**src/rtl/pc_fetch_ctrl.sv**
```systemverilog
`default_nettype none
// ============================================================================
// Module   : pc_fetch_ctrl
// Purpose  : Program-counter and instruction-fetch controller. Issues one
//            memory request at a time, registers the returned instruction,
//            and applies execute-stage corrections and optional branch
//            prediction to the next fetch address.
// Options  : `define PC_FETCH_CTRL_PREDICTION_EN to honour the predictor
//            inputs; otherwise they are ignored and fetch_pred_out is 0.
// Revision : 1.0 - initial release
// ============================================================================
module pc_fetch_ctrl #(
  parameter int unsigned       XLEN         = 32,
  parameter logic [XLEN-1:0]   RESET_VECTOR = 32'h0000_0000
) (
  input  logic            clock_in,
  input  logic            reset_in,
  input  logic            fetch_stall_in,
  input  logic            fetch_correction_en_in,
  input  logic [XLEN-1:0] fetch_correction_addr_in,
  input  logic            fetch_prediction_en_in,
  input  logic [XLEN-1:0] fetch_prediction_addr_in,
  output logic            imem_req_out,
  output logic [XLEN-1:0] imem_addr_out,
  input  logic            imem_ack_in,
  input  logic [31:0]     imem_data_in,
  output logic            fetch_valid_out,
  output logic [31:0]     fetch_instr_out,
  output logic [XLEN-1:0] fetch_pc_out,
  output logic            fetch_pred_out
);

  localparam logic [XLEN-1:0] C_PC_STEP = XLEN'(4);

  typedef enum logic [1:0] {
    ST_BOOT  = 2'd0,
    ST_REQ   = 2'd1,
    ST_HOLD  = 2'd2,
    ST_FLUSH = 2'd3
  } state_t;

  state_t          state_q,  state_d;
  logic [XLEN-1:0] pc_q,     pc_d;
  logic [XLEN-1:0] shadow_q, shadow_d;
  logic            valid_q,  valid_d;
  logic [31:0]     instr_q,  instr_d;
  logic [XLEN-1:0] fpc_q,    fpc_d;
  logic            pred_q,   pred_d;

  logic            w_pred_en;
  logic [XLEN-1:0] w_pred_addr;

`ifdef PC_FETCH_CTRL_PREDICTION_EN
  assign w_pred_en   = fetch_prediction_en_in;
  assign w_pred_addr = fetch_prediction_addr_in;
`else
  // Predictor inputs are intentionally left unconnected in this build.
  logic w_unused_pred;
  assign w_unused_pred = fetch_prediction_en_in ^ (^fetch_prediction_addr_in);
  assign w_pred_en     = 1'b0;
  assign w_pred_addr   = '0;
`endif

  // Memory request is live in REQ and while draining an abandoned request.
  assign imem_req_out    = (state_q == ST_REQ) || (state_q == ST_FLUSH);
  assign imem_addr_out   = (state_q == ST_FLUSH) ? shadow_q : pc_q;
  assign fetch_valid_out = valid_q;
  assign fetch_instr_out = instr_q;
  assign fetch_pc_out    = fpc_q;
  assign fetch_pred_out  = pred_q;

  // Next-state, next-PC and output-register update.
  always_comb begin
    state_d  = state_q;
    pc_d     = pc_q;
    shadow_d = shadow_q;
    valid_d  = valid_q;
    instr_d  = instr_q;
    fpc_d    = fpc_q;
    pred_d   = pred_q;

    unique case (state_q)
      ST_BOOT: begin
        state_d = ST_REQ;
        if (fetch_correction_en_in) pc_d = fetch_correction_addr_in;
      end

      ST_REQ: begin
        if (fetch_correction_en_in) begin
          pc_d    = fetch_correction_addr_in;
          valid_d = 1'b0;
          pred_d  = 1'b0;
          if (!imem_ack_in) begin
            // Request still outstanding: drain it before re-targeting.
            instr_d  = '0;
            fpc_d    = '0;
            shadow_d = pc_q;
            state_d  = ST_FLUSH;
          end
        end else if (imem_ack_in) begin
          instr_d = imem_data_in;
          fpc_d   = pc_q;
          pred_d  = w_pred_en;
          valid_d = 1'b1;
          pc_d    = w_pred_en ? w_pred_addr : (pc_q + C_PC_STEP);
          state_d = fetch_stall_in ? ST_HOLD : ST_REQ;
        end else if (!fetch_stall_in) begin
          valid_d = 1'b0;
        end
      end

      ST_HOLD: begin
        if (fetch_correction_en_in) begin
          pc_d    = fetch_correction_addr_in;
          valid_d = 1'b0;
          pred_d  = 1'b0;
          instr_d = '0;
          fpc_d   = '0;
          state_d = ST_REQ;
        end else if (!fetch_stall_in) begin
          valid_d = 1'b0;
          state_d = ST_REQ;
        end
      end

      ST_FLUSH: begin
        // Returning data belongs to the abandoned path and is dropped.
        if (fetch_correction_en_in) pc_d = fetch_correction_addr_in;
        if (imem_ack_in) state_d = ST_REQ;
      end

      default: state_d = ST_BOOT;
    endcase
  end

  // State and datapath registers; reset abandons any request immediately.
  always_ff @(posedge clock_in or negedge reset_in) begin
    if (!reset_in) begin
      state_q  <= ST_BOOT;
      pc_q     <= RESET_VECTOR;
      shadow_q <= '0;
      valid_q  <= 1'b0;
      instr_q  <= '0;
      fpc_q    <= '0;
      pred_q   <= 1'b0;
    end else begin
      state_q  <= state_d;
      pc_q     <= pc_d;
      shadow_q <= shadow_d;
      valid_q  <= valid_d;
      instr_q  <= instr_d;
      fpc_q    <= fpc_d;
      pred_q   <= pred_d;
    end
  end

endmodule
`default_nettype wire

```
**config.mk**
```make
export PLATFORM = sky130hd
export DESIGN_NAME = pc_fetch_ctrl
export DESIGN_NICKNAME = d
export VERILOG_FILES = /design/src/rtl/pc_fetch_ctrl.sv
export SDC_FILE = /design/constraint.sdc
export NUM_CORES = 1
export LEC_CHECK = 0
export ABC_AREA = 0
export CAP_MARGIN = 20
export CORE_MARGIN = 2
export CORE_UTILIZATION = 40
export CTS_CLUSTER_DIAMETER = 50
export DETAILED_ROUTE_END_ITERATION = 6
export PLACE_DENSITY_LB_ADDON = 0.05
export SYNTH_ARGS = -nofsm -noshare
export SYNTH_HDL_FRONTEND = slang
export SYNTH_SLANG_ARGS = --single-unit
```
**constraint.sdc**
```tcl
create_clock -name clock_in -period 5.2 [get_ports clock_in]
set_input_delay 1.04 -clock clock_in [delete_from_list [all_inputs] [get_ports clock_in]]
set_output_delay 1.04 -clock clock_in [all_outputs]
set_load 0.02 [all_outputs]
```
==> report_table.html, run 1 <==
<table>
<tr><th>Metric</th><th>Value</th></tr>
<tr><th colspan="2">Run status</th></tr>
<tr><td>Result of the run</td><td>finished clean</td></tr>
<tr><th colspan="2">Final layout</th></tr>
<tr><td>Number of fillers in the final layout</td><td>1374</td></tr>
<tr><td>Antenna Cells</td><td>0</td></tr>
<tr><td>Area used by multi-input combinational logic</td><td>2733 um^2</td></tr>
<tr><td>Total number of nets in the final design</td><td>883</td></tr>
<tr><td>P&amp;R area growth vs syn</td><td>37.22%</td></tr>
<tr><td>Post-layout util</td><td>56.32%</td></tr>
<tr><td>Storage element area</td><td>3278 um^2</td></tr>
<tr><td>Ratio of cells with drive above 1 in the final layout</td><td>14.96%</td></tr>
<tr><th colspan="2">Run</th></tr>
<tr><td>Max-cap check violation count</td><td>0</td></tr>
<tr><th colspan="2">Setup path</th></tr>
<tr><td>Cells along the critical path</td><td>ha_2, mux2_2, clkdlybuf4s50_1</td></tr>
<tr><td>Max Fanout on Critical Path</td><td>35</td></tr>
<tr><td>Cell with the largest stage delay on the worst path</td><td>sky130_fd_sc_hd__ha_2</td></tr>
<tr><td>Required @ worst endpoint</td><td>4.16 ns</td></tr>
<tr><td>Endpoint arrival time on the critical path</td><td>2.67 ns</td></tr>
<tr><td>Crit Path Category</td><td>flip-flop to primary output</td></tr>
<tr><td>CP max stage delay</td><td>0.85 ns</td></tr>
<tr><td>Critical Path Sink Type</td><td>primary output</td></tr>
<tr><td>Top Family by Delay on Critical Path</td><td>adder cells</td></tr>
<tr><td>Sum of buffers and inverters on the critical path</td><td>1</td></tr>
<tr><td>Critical path launch point type</td><td>flip-flop</td></tr>
<tr><th colspan="2">CTS</th></tr>
<tr><td>Clock latency at the later pin of the worst-skew pair</td><td>0.42 ns</td></tr>
<tr><td>Post-CTS setup buffers</td><td>0</td></tr>
<tr><td>CTS clock-pin slew for the worst setup and hold paths</td><td>0.05 ns</td></tr>
<tr><td>Total of hold buffers inserted after clock tree synthesis</td><td>0</td></tr>
<tr><td>Level count of the clock H-tree</td><td>4</td></tr>
<tr><td>TritonCTS clock tree</td><td>done</td></tr>
<tr><td>Cell at the root of the clock tree</td><td>sky130_fd_sc_hd__clkbuf_16</td></tr>
<tr><td>Clock buffers created by TritonCTS</td><td>17</td></tr>
<tr><td>Sink count of the clock tree</td><td>131</td></tr>
<tr><td>Longest Clk Path Bufs</td><td>2</td></tr>
<tr><td>PostCTS Resize Cnt</td><td>0</td></tr>
<tr><th colspan="2">Placed design</th></tr>
<tr><td>Routability cong.</td><td>0.8273</td></tr>
<tr><td>Detailed Place HPWL</td><td>10.75 mm</td></tr>
<tr><td>Pre-CTS worst setup slack</td><td>1.791 ns</td></tr>
<tr><td>IO buf count</td><td>166</td></tr>
<tr><th colspan="2">Yosys</th></tr>
<tr><td>Post-synthesis instance area</td><td>6240 um^2</td></tr>
<tr><td>Ys Warns</td><td>0</td></tr>
<tr><td>Post-synth EDFFs</td><td>0</td></tr>
<tr><td>Share of async-settable or async-resettable flops after synthesis</td><td>100.0%</td></tr>
<tr><td>Syn_area_per_cell</td><td>9.811 um^2</td></tr>
<tr><td>Share of Yosys cell area claimed by the top area cell type</td><td>52.54%</td></tr>
<tr><td>Synth Flop Type</td><td>sky130_fd_sc_hd__dfrtp_1</td></tr>
<tr><td>Post-synthesis register bit count</td><td>131</td></tr>
<tr><td>Most area-hungry cell type in the Yosys netlist</td><td>sky130_fd_sc_hd__dfrtp_1</td></tr>
<tr><td>Synthesized Nets</td><td>743</td></tr>
<tr><td>Count of different cell masters after synthesis</td><td>49</td></tr>
<tr><td>Synthesized instance count</td><td>636</td></tr>
<tr><td>Dominant cells by area after synthesis</td><td>sky130_fd_sc_hd__dfrtp_1 (53%), sky130_fd_sc_hd__mux2_2 (12%), sky130_fd_sc_hd__nand2_1 (9.7%)</td></tr>
<tr><td>Register area share after synthesis</td><td>52.54%</td></tr>
<tr><th colspan="2">Detailed routing</th></tr>
<tr><td>Total DRC errors in the routed layout</td><td>0</td></tr>
<tr><td>First drt pass iteration count</td><td>4</td></tr>
<tr><td>Starting DRT DRC Count</td><td>285</td></tr>
<tr><td>Routed wire per std cell</td><td>16.86 um</td></tr>
<tr><td>Routed via count divided by cell count</td><td>5.191</td></tr>
<tr><td>Antenna-violating nets left</td><td>0</td></tr>
<tr><td>Vias</td><td>5072</td></tr>
<tr><td>Detailed-route wire length</td><td>16.47 mm</td></tr>
<tr><th colspan="2">Pwr</th></tr>
<tr><td>Power density over the cells</td><td>613.3 nW/um^2</td></tr>
<tr><td>Leakage power total</td><td>3.563 nW</td></tr>
<tr><td>Total power consumption of the routed design</td><td>5.251 mW</td></tr>
<tr><td>Peak supply drop</td><td>0.3490 mV</td></tr>
<tr><th colspan="2">Floorplanning</th></tr>
<tr><td>Die X-Extent</td><td>128.9 um</td></tr>
<tr><td>Floorplan Core Area</td><td>15200 um^2</td></tr>
<tr><td>Vert. Die Dim</td><td>128.9 um</td></tr>
<tr><td>Std-Cell Rows</td><td>45</td></tr>
<tr><td>Boundary pin count</td><td>201</td></tr>
<tr><td>Area of the die</td><td>16610 um^2</td></tr>
<tr><td>Initial Util</td><td>41.05%</td></tr>
<tr><th colspan="2">Timing</th></tr>
<tr><td>Endpoints failing setup</td><td>0</td></tr>
<tr><td>Fin. Hold Viols</td><td>0</td></tr>
<tr><td>Setup WS post-layout</td><td>1.495 ns</td></tr>
<tr><td>Max Fclk</td><td>269.9 MHz</td></tr>
<tr><td>Accumulated negative setup slack</td><td>0 ns</td></tr>
<tr><td>Smallest hold slack</td><td>0.4759 ns</td></tr>
<tr><td>Unrepaired setup endpoints after global routing</td><td>false</td></tr>
<tr><td>Transition time at the pin with the least slew margin</td><td>0.9731 ns</td></tr>
<tr><td>Worst clock skew on the final layout</td><td>0.007260 ns</td></tr>
<tr><td>Worst slew margin</td><td>35.12%</td></tr>
<tr><td>Final slew viol count</td><td>0</td></tr>
<tr><td>Part of the cycle the worst path needs</td><td>71.25%</td></tr>
<tr><td>Final period demand of the worst path</td><td>3.705 ns</td></tr>
<tr><th colspan="2">Global route</th></tr>
<tr><td>Number of global-route vias before repair</td><td>5143</td></tr>
<tr><td>Maximum number of pins on one net before global-route repair</td><td>107</td></tr>
<tr><td>Wire length of the first global-routing pass</td><td>27.01 mm</td></tr>
<tr><td>Global route overflow</td><td>0</td></tr>
<tr><td>Number of antenna violations at the first check in global routing</td><td>0</td></tr>
<tr><td>Total track usage</td><td>20.81%</td></tr>
<tr><th colspan="2">Hold path</th></tr>
<tr><td>Worst min path class</td><td>flip-flop to flip-flop</td></tr>
</table>
==> cells in the final DEF (no fill, tap or decap), types with 10 or more instances in the layout <==
cell                              instances
sky130_fd_sc_hd__a21oi_1                 27
sky130_fd_sc_hd__clkbuf_16               17
sky130_fd_sc_hd__clkdlybuf4s50_1        164
sky130_fd_sc_hd__dfrtp_1                131
sky130_fd_sc_hd__mux2_2                  68
sky130_fd_sc_hd__nand2_1                162
sky130_fd_sc_hd__nand3_1                 10
sky130_fd_sc_hd__nand4_1                 13
sky130_fd_sc_hd__o21ai_0                 83
sky130_fd_sc_hd__o22ai_1                 10
==> synthesized netlist by cell type (3+ instances only) <==
master / n
sky130_fd_sc_hd__clkbuf_1: 26
sky130_fd_sc_hd__ha_1: 5
sky130_fd_sc_hd__buf_2: 17
sky130_fd_sc_hd__a21oi_1: 27
sky130_fd_sc_hd__nand4_1: 13
sky130_fd_sc_hd__a2bb2oi_1: 3
sky130_fd_sc_hd__xor2_1: 7
sky130_fd_sc_hd__nor3_1: 3
sky130_fd_sc_hd__inv_1: 5
sky130_fd_sc_hd__mux2_2: 68
sky130_fd_sc_hd__nor2_1: 6
sky130_fd_sc_hd__and3_1: 5
sky130_fd_sc_hd__o21ai_0: 83
sky130_fd_sc_hd__o21ai_1: 6
sky130_fd_sc_hd__buf_4: 5
sky130_fd_sc_hd__and4_1: 3
sky130_fd_sc_hd__a31oi_1: 3
sky130_fd_sc_hd__dfrtp_1: 131
sky130_fd_sc_hd__xnor2_1: 5
sky130_fd_sc_hd__nand2_1: 162
sky130_fd_sc_hd__o22ai_1: 10
sky130_fd_sc_hd__nand3_1: 10
==> area by class of cell <==
type                            count  area share [%]
Clock buffer                       21           5.378
Clock inverter                     11           1.564
Inverter                            5          0.2192
Multi-Input combinational cell    449           31.92
Sequential cell                   131           38.29
Tap cell                          188           2.747
Timing Repair Buffer              172           19.89
==> cells by family after synthesis <==
logic type	synth area share, %
mux	12.27
flops	52.54
other cells	0.06010
buf+inv	4.171
compound gates	12.41
simple gates	15.86
xor+xnor	1.684
fa+ha+maj	1.003
==> layer usage <==
layer | share of wire (%) | wire length [um] | track usage [%] | up-vias
met5 | 0 | 0 | 0 | -
met4 | 2.0 | 337 | 8.056 | 0
met3 | 4.7 | 776 | 4.491 | 29
met2 | 46 | 7510 | 33.36 | 145
met1 | 48 | 7849 | 27.74 | 2427
li1 | - | - | - | 2471
==> registers in the layout (all words and copies together) (netlist names) <==
register	flops
fetch_instr_out	32
fetch_pc_out	32
fetch_valid_out	1
pc_q	32
shadow_q	32
state_q	2
==> worst reg2reg max path: stages (launching register included) <==
cell and delay (ns):
sky130_fd_sc_hd__dfrtp_1 0.40, sky130_fd_sc_hd__inv_1 0.09, sky130_fd_sc_hd__ha_1 0.29, sky130_fd_sc_hd__nand2b_1 0.28
sky130_fd_sc_hd__and2_1 0.42, sky130_fd_sc_hd__or2_1 0.67, sky130_fd_sc_hd__o2bb2a_1 0.31
==> power by group <==
part           internal [mW]  switching [mW]  leakage [nW]  total [mW]
clock network          0.773           0.438         0.300        1.21
logic                   1.09            1.21          1.64        2.30
registers               1.42           0.327          1.63        1.74
==> path summary, 6_finish.rpt <==
path / slack (ns) / end / startpoint / cells past startpoint
setup / recovery: 1.49 / imem_addr_out[29] / state_q[0]$_DFFE_PN0P_ / 3
hold / removal: 0.48 / fetch_instr_out[28]$_DFFE_PN0P_ / fetch_instr_out[28]$_DFFE_PN0P_ / 2
setup reg to reg: 2.64 / pc_q[15]$_DFFE_PN0P_ / state_q[1]$_DFFE_PN0P_ / 6
hold reg to reg: 0.48 / fetch_instr_out[28]$_DFFE_PN0P_ / fetch_instr_out[28]$_DFFE_PN0P_ / 2
max in group asynchronous: 3.49 / pc_q[20]$_DFFE_PN0P_ / reset_in / 2
min in group asynchronous: 0.74 / fetch_instr_out[22]$_DFFE_PN0P_ / reset_in / 1
==> per-stage QoR <==
step	instances	cell area [um^2]
after CTS	977	8562
after global routing	977	8562
final	977	8562
after global placement	945	7968
after floorplan	636	6240
after detailed placement	945	7968
(Power assumes the default switching activity.)
==> run 2, diff against run 1 <==
==> constraint.sdc (replaced) <==
create_clock -name clock_in -period 3.83 [get_ports clock_in]
set_input_delay 0.766 -clock clock_in [delete_from_list [all_inputs] [get_ports clock_in]]
set_output_delay 0.766 -clock clock_in [all_outputs]
set_load 0.02 [all_outputs]
==> run 2 against run 1 <==
Net effect:
- clock-buffer cell count rose by 7
- register-to-register slack got worse by 1.2 ns
- clock power rose by 36%
- worst setup slack got worse by 1.1 ns
- via count rose by 1.3%
- sequential share of layout area fell by 0.26 points
- clock skew barely moved
- cell area rose by 0.67%
- hold slack got worse by 0.055 ns
- combinational power rose by 37%
- critical endpoint is now imem_addr_out[30]
==> report_table.html, run 2 (synthesis gave the netlist of run 1 again) <==
<table>
<tr><th>Metric</th><th>Value</th></tr>
<tr><th colspan="2">Setup path</th></tr>
<tr><td>Crit Path Category</td><td>flip-flop to primary output</td></tr>
<tr><td>Worst-case reg-to-reg path depth</td><td>8</td></tr>
<tr><td>Endpoint arrival time on the critical path</td><td>2.65 ns</td></tr>
<tr><td>Critical path launch point type</td><td>flip-flop</td></tr>
<tr><td>Required @ worst endpoint</td><td>3.06 ns</td></tr>
<tr><td>Worst setup slack for register-to-register paths</td><td>1.46 ns</td></tr>
<tr><td>Critical Path Sink Type</td><td>primary output</td></tr>
<tr><td>RR Startpoint</td><td>state_q[1]$_DFFE_PN0P_</td></tr>
<tr><td>Max Fanout on Critical Path</td><td>35</td></tr>
<tr><td>Critical R2R Capture</td><td>pc_q[8]$_DFFE_PN0P_</td></tr>
<tr><th colspan="2">Run</th></tr>
<tr><td>Max-cap check violation count</td><td>0</td></tr>
<tr><th colspan="2">Detailed routing</th></tr>
<tr><td>Detailed-route wire length</td><td>16.31 mm</td></tr>
<tr><td>Vias</td><td>5137</td></tr>
<tr><td>First drt pass iteration count</td><td>5</td></tr>
<tr><td>Routed wire per std cell</td><td>16.62 um</td></tr>
<tr><td>Routed via count divided by cell count</td><td>5.236</td></tr>
<tr><td>Starting DRT DRC Count</td><td>255</td></tr>
<tr><td>Total DRC errors in the routed layout</td><td>0</td></tr>
<tr><td>Antenna-violating nets left</td><td>0</td></tr>
<tr><th colspan="2">Run status</th></tr>
<tr><td>Result of the run</td><td>finished clean</td></tr>
<tr><th colspan="2">Final layout</th></tr>
<tr><td>Total number of nets in the final design</td><td>888</td></tr>
<tr><td>Antenna Cells</td><td>0</td></tr>
<tr><td>Ratio of cells with drive above 1 in the final layout</td><td>15.13%</td></tr>
<tr><td>Count of placed standard cells in the final layout, fillers left out</td><td>981</td></tr>
<tr><td>Area used by multi-input combinational logic</td><td>2733 um^2</td></tr>
<tr><td>Highest-count cells in the layout ignoring fill and taps</td><td>sky130_fd_sc_hd__clkdlybuf4s50_1 (164), sky130_fd_sc_hd__nand2_1 (162), sky130_fd_sc_hd__dfrtp_1 (131)</td></tr>
<tr><td>Most common cell after layout, fill and taps aside</td><td>sky130_fd_sc_hd__clkdlybuf4s50_1</td></tr>
<tr><td>Storage element area</td><td>3278 um^2</td></tr>
<tr><td>Post-layout util</td><td>56.70%</td></tr>
<tr><td>P&amp;R area growth vs syn</td><td>38.14%</td></tr>
<tr><td>Number of fillers in the final layout</td><td>1352</td></tr>
<tr><th colspan="2">Timing</th></tr>
<tr><td>Worst slew margin</td><td>35.15%</td></tr>
<tr><td>Fin. Hold Viols</td><td>0</td></tr>
<tr><td>Final period demand of the worst path</td><td>3.419 ns</td></tr>
<tr><td>Endpoints failing setup</td><td>0</td></tr>
<tr><td>Part of the cycle the worst path needs</td><td>89.26%</td></tr>
<tr><td>Max Fclk</td><td>292.5 MHz</td></tr>
<tr><td>Transition time at the pin with the least slew margin</td><td>0.9728 ns</td></tr>
<tr><td>Worst clock skew on the final layout</td><td>0.006833 ns</td></tr>
<tr><td>Accumulated negative setup slack</td><td>0 ns</td></tr>
<tr><td>Final slew viol count</td><td>0</td></tr>
<tr><td>Smallest hold slack</td><td>0.4206 ns</td></tr>
<tr><td>Unrepaired setup endpoints after global routing</td><td>false</td></tr>
<tr><th colspan="2">CTS</th></tr>
<tr><td>Clock buffers created by TritonCTS</td><td>17</td></tr>
<tr><td>CTS clock-pin slew for the worst setup and hold paths</td><td>0.06 ns</td></tr>
<tr><td>Level count of the clock H-tree</td><td>4</td></tr>
<tr><td>Clock latency at the later pin of the worst-skew pair</td><td>0.41 ns</td></tr>
<tr><td>Cell at the root of the clock tree</td><td>sky130_fd_sc_hd__clkbuf_16</td></tr>
<tr><td>PostCTS Resize Cnt</td><td>0</td></tr>
<tr><td>Sink count of the clock tree</td><td>131</td></tr>
<tr><td>Total of hold buffers inserted after clock tree synthesis</td><td>0</td></tr>
<tr><td>Longest Clk Path Bufs</td><td>2</td></tr>
<tr><td>TritonCTS clock tree</td><td>done</td></tr>
<tr><td>Post-CTS setup buffers</td><td>0</td></tr>
<tr><th colspan="2">Global route</th></tr>
<tr><td>Global route overflow</td><td>0</td></tr>
<tr><td>Total track usage</td><td>20.59%</td></tr>
<tr><td>Wire length of the first global-routing pass</td><td>26.68 mm</td></tr>
<tr><td>Number of global-route vias before repair</td><td>5173</td></tr>
<tr><td>Maximum number of pins on one net before global-route repair</td><td>96</td></tr>
<tr><td>Number of antenna violations at the first check in global routing</td><td>0</td></tr>
<tr><th colspan="2">Floorplanning</th></tr>
<tr><td>Std-Cell Rows</td><td>45</td></tr>
<tr><td>Boundary pin count</td><td>201</td></tr>
<tr><td>Initial Util</td><td>41.05%</td></tr>
<tr><td>Die X-Extent</td><td>128.9 um</td></tr>
<tr><td>Floorplan Core Area</td><td>15200 um^2</td></tr>
<tr><td>Vert. Die Dim</td><td>128.9 um</td></tr>
<tr><td>Area of the die</td><td>16610 um^2</td></tr>
<tr><th colspan="2">Pwr</th></tr>
<tr><td>Peak supply drop</td><td>0.4084 mV</td></tr>
<tr><td>Leakage power total</td><td>3.589 nW</td></tr>
<tr><td>Power density over the cells</td><td>828.3 nW/um^2</td></tr>
<tr><td>Total power consumption of the routed design</td><td>7.139 mW</td></tr>
<tr><th colspan="2">Placed design</th></tr>
<tr><td>Detailed Place HPWL</td><td>10.99 mm</td></tr>
<tr><td>IO buf count</td><td>166</td></tr>
<tr><td>Cell Count Post-Placement</td><td>950</td></tr>
<tr><td>Routability cong.</td><td>0.8767</td></tr>
<tr><th colspan="2">Hold path</th></tr>
<tr><td>Worst min path class</td><td>primary input to async pin</td></tr>
</table>
[run 2: stage by stage]
| step | area (um^2) | worst slack (ns) |
|---|---|---|
| 2_1_floorplan | 6240 | 1.520 |
| 3_3_place_gp | 8018 | 0.8583 |
| 3_5_place_dp | 8018 | 0.8112 |
| 4_1_cts | 8620 | 0.4086 |
| 5_1_grt | 8620 | 0.2774 |
| 6_report | 8620 | 0.4112 |
[run 2: worst max path at each step]
stage | from | end | depth (start not counted)
floorplan | state_q[0]$_DFFE_PN0P_ | imem_addr_out[10] | 4
global placement | imem_ack_in | pc_q[8]$_DFFE_PN0P_ | 7
detailed placement | imem_ack_in | fetch_instr_out[1]$_DFFE_PN0P_ | 6
CTS | state_q[0]$_DFFE_PN0P_ | imem_addr_out[25] | 3
global route | state_q[0]$_DFFE_PN0P_ | imem_addr_out[29] | 3
finish | state_q[0]$_DFFE_PN0P_ | imem_addr_out[30] | 3
[run 2: where the power goes]
| group | internal [mW] | switching [mW] |
|---|---|---|
| Combinational | 1.49 | 1.64 |
| Clock | 1.08 | 0.560 |
| Sequential | 1.92 | 0.440 |
| Total | 4.50 | 2.64 |
[run 2: critical path, cell delays in order (launching register included)]
cell and delay [ns]:
sky130_fd_sc_hd__dfrtp_1 0.40, sky130_fd_sc_hd__ha_2 0.84, sky130_fd_sc_hd__mux2_2 0.43, sky130_fd_sc_hd__clkdlybuf4s50_1 0.55
[run 2: cell type report]
cell class / instances / share of cell area (%)
clock buffer: 28 / 6.227
sequential: 131 / 38.03
multi-input combinational: 449 / 31.70
inverter: 5 / 0.2177
timing repair buffer: 177 / 20.34
tap: 188 / 2.729
clock inverter: 3 / 0.7548
[run 2: layer usage]
layer	vias to the layer above	wire length [um]	global-route usage [%]
met5	-	0	0
met4	0	189	5.946
met3	17	820	4.449
met2	169	7854	33.80
met1	2454	7440	27.60
li1	2497	-	-
==> run 3, diff against run 2 <==
==> constraint.sdc (replaced) <==
create_clock -name clock_in -period 3.83 [get_ports clock_in]
set_input_delay 0.383 -clock clock_in [delete_from_list [all_inputs] [get_ports clock_in]]
set_output_delay 0.383 -clock clock_in [all_outputs]
set_load 0.02 [all_outputs]
==> run 3 against run 2 <==
Net effect:
- sequential cell count did not move
- worst setup slack better by 0.42 ns
- cell area about the same
- non-clock buffer count fell by 2
- first-iteration DRC count rose by 37%
- fmax rose by 14%
- via count fell by 1.1%
- combinational power about the same
- register-to-register slack worse by 0.14 ns
- cell count decreased by 0.10%
- clock power up 2%
==> report_table.html, run 3 (synthesis gave the netlist of run 1 again) <==
<table>
<tr><th>Metric</th><th>Value</th></tr>
<tr><th colspan="2">Global route</th></tr>
<tr><td>Maximum number of pins on one net before global-route repair</td><td>117</td></tr>
<tr><td>Total track usage</td><td>20.28%</td></tr>
<tr><td>Number of antenna violations at the first check in global routing</td><td>0</td></tr>
<tr><td>Number of global-route vias before repair</td><td>4993</td></tr>
<tr><td>Global route overflow</td><td>0</td></tr>
<tr><td>Wire length of the first global-routing pass</td><td>26.01 mm</td></tr>
<tr><th colspan="2">Setup path</th></tr>
<tr><td>Critical Path Sink Type</td><td>primary output</td></tr>
<tr><td>Endpoint arrival time on the critical path</td><td>2.62 ns</td></tr>
<tr><td>Critical path launch point type</td><td>flip-flop</td></tr>
<tr><td>Crit Path Category</td><td>flip-flop to primary output</td></tr>
<tr><td>Required @ worst endpoint</td><td>3.45 ns</td></tr>
<tr><td>Max Fanout on Critical Path</td><td>35</td></tr>
<tr><th colspan="2">Detailed routing</th></tr>
<tr><td>Routed wire per std cell</td><td>16.58 um</td></tr>
<tr><td>Routed via count divided by cell count</td><td>5.183</td></tr>
<tr><td>Antenna-violating nets left</td><td>0</td></tr>
<tr><td>First drt pass iteration count</td><td>5</td></tr>
<tr><td>Starting DRT DRC Count</td><td>350</td></tr>
<tr><td>Detailed-route wire length</td><td>16.25 mm</td></tr>
<tr><td>Total DRC errors in the routed layout</td><td>0</td></tr>
<tr><td>Vias</td><td>5079</td></tr>
<tr><th colspan="2">Floorplanning</th></tr>
<tr><td>Vert. Die Dim</td><td>128.9 um</td></tr>
<tr><td>Std-Cell Rows</td><td>45</td></tr>
<tr><td>Area of the die</td><td>16610 um^2</td></tr>
<tr><td>Initial Util</td><td>41.05%</td></tr>
<tr><td>Boundary pin count</td><td>201</td></tr>
<tr><td>Floorplan Core Area</td><td>15200 um^2</td></tr>
<tr><td>Die X-Extent</td><td>128.9 um</td></tr>
<tr><th colspan="2">Timing</th></tr>
<tr><td>Part of the cycle the worst path needs</td><td>78.37%</td></tr>
<tr><td>Unrepaired setup endpoints after global routing</td><td>false</td></tr>
<tr><td>Transition time at the pin with the least slew margin</td><td>0.9224 ns</td></tr>
<tr><td>Accumulated negative setup slack</td><td>0 ns</td></tr>
<tr><td>Final period demand of the worst path</td><td>3.002 ns</td></tr>
<tr><td>Worst clock skew on the final layout</td><td>0.006633 ns</td></tr>
<tr><td>Endpoints failing setup</td><td>0</td></tr>
<tr><td>Final slew viol count</td><td>0</td></tr>
<tr><td>Worst slew margin</td><td>38.23%</td></tr>
<tr><td>Fin. Hold Viols</td><td>0</td></tr>
<tr><td>Max Fclk</td><td>333.1 MHz</td></tr>
<tr><th colspan="2">Final layout</th></tr>
<tr><td>Count of placed standard cells in the final layout, fillers left out</td><td>980</td></tr>
<tr><td>Total number of nets in the final design</td><td>886</td></tr>
<tr><td>P&amp;R area growth vs syn</td><td>38.26%</td></tr>
<tr><td>Antenna Cells</td><td>0</td></tr>
<tr><td>Ratio of cells with drive above 1 in the final layout</td><td>15.15%</td></tr>
<tr><td>Highest-count cells in the layout ignoring fill and taps</td><td>sky130_fd_sc_hd__clkdlybuf4s50_1 (164), sky130_fd_sc_hd__nand2_1 (162), sky130_fd_sc_hd__dfrtp_1 (131)</td></tr>
<tr><td>Most common cell after layout, fill and taps aside</td><td>sky130_fd_sc_hd__clkdlybuf4s50_1</td></tr>
<tr><th colspan="2">Run</th></tr>
<tr><td>Max-cap check violation count</td><td>0</td></tr>
<tr><th colspan="2">CTS</th></tr>
<tr><td>Sink count of the clock tree</td><td>131</td></tr>
<tr><td>CTS clock-pin slew for the worst setup and hold paths</td><td>0.06 ns</td></tr>
<tr><td>Longest Clk Path Bufs</td><td>2</td></tr>
<tr><td>Clock buffers created by TritonCTS</td><td>17</td></tr>
<tr><td>TritonCTS clock tree</td><td>done</td></tr>
<tr><td>Clock latency at the later pin of the worst-skew pair</td><td>0.42 ns</td></tr>
<tr><td>Cell at the root of the clock tree</td><td>sky130_fd_sc_hd__clkbuf_16</td></tr>
<tr><td>Level count of the clock H-tree</td><td>4</td></tr>
<tr><th colspan="2">Pwr</th></tr>
<tr><td>Leakage power total</td><td>3.588 nW</td></tr>
<tr><td>Power density over the cells</td><td>829.4 nW/um^2</td></tr>
<tr><td>Total power consumption of the routed design</td><td>7.155 mW</td></tr>
<tr><td>Peak supply drop</td><td>0.4518 mV</td></tr>
<tr><th colspan="2">Placed design</th></tr>
<tr><td>Detailed Place HPWL</td><td>10.74 mm</td></tr>
<tr><td>Cell Count Post-Placement</td><td>946</td></tr>
<tr><td>IO buf count</td><td>166</td></tr>
<tr><td>Routability cong.</td><td>0.8082</td></tr>
<tr><th colspan="2">Hold path</th></tr>
<tr><td>Worst min path class</td><td>primary input to async pin</td></tr>
<tr><th colspan="2">Run status</th></tr>
<tr><td>Result of the run</td><td>finished clean</td></tr>
</table>
run 3: cell type report:
type	instances	area [um^2]
clock inverter	9	126.4
fill	1355	6575
timing repair buffer	175	1748
multi-input combinational	449	2733
inverter	5	18.77
sequential	131	3278
tap	188	235.2
clock buffer	23	488.0
run 3: worst max-delay path: stages (launching register included):
cell and delay [ns]:
sky130_fd_sc_hd__dfrtp_1 0.40, sky130_fd_sc_hd__ha_2 0.81, sky130_fd_sc_hd__mux2_2 0.42, sky130_fd_sc_hd__clkdlybuf4s50_1 0.57
run 3: per-stage QoR:
stage	setup slack [ns]	instance area, um^2	hold WS (ns)	util [%]
global route	0.7212	8627	0.4422	56.75
CTS	0.7973	8589	0.1866	56.50
global placement	1.089	7975	0.4602	52.46
finish	0.8283	8627	0.4230	56.75
floorplan	1.903	6240	0.08741	-
detailed placement	1.067	7975	0.4707	52.46
run 3: worst paths after layout:
kind / start / cells after the start / end / slack [ns]
min reg2reg: fetch_pc_out[30]$_DFFE_PN0P_ / 2 / fetch_pc_out[30]$_DFFE_PN0P_ / 0.48
max: state_q[0]$_DFFE_PN0P_ / 3 / imem_addr_out[28] / 0.83
max reg2reg: state_q[1]$_DFFE_PN0P_ / 6 / pc_q[15]$_DFFE_PN0P_ / 1.32
max in group asynchronous: reset_in / 3 / pc_q[17]$_DFFE_PN0P_ / 2.69
min in group clock_in: fetch_pc_out[30]$_DFFE_PN0P_ / 2 / fetch_pc_out[30]$_DFFE_PN0P_ / 0.48
min: reset_in / 2 / fetch_instr_out[22]$_DFFE_PN0P_ / 0.42
run 3: layer usage:
layer	share of wire, %	up-vias	GRT usage (%)
met5	0	-	0
met4	1.7	0	8.312
met3	6.7	24	4.324
met2	47	170	32.31
met1	44	2409	27.05
li1	-	2476	-
run 3: repair_timing:
action,in CTS,in global routing
hold endpoints to repair,0,34
resized for setup,0,0
setup buffers,0,0
hold buffers,0,1
run 3: power by group:
group	internal (mW)	switching (mW)	total, mW
combinational	1.49	1.63	3.12
clock	1.09	0.588	1.68
sequential	1.92	0.440	2.36
total	4.50	2.66	7.16
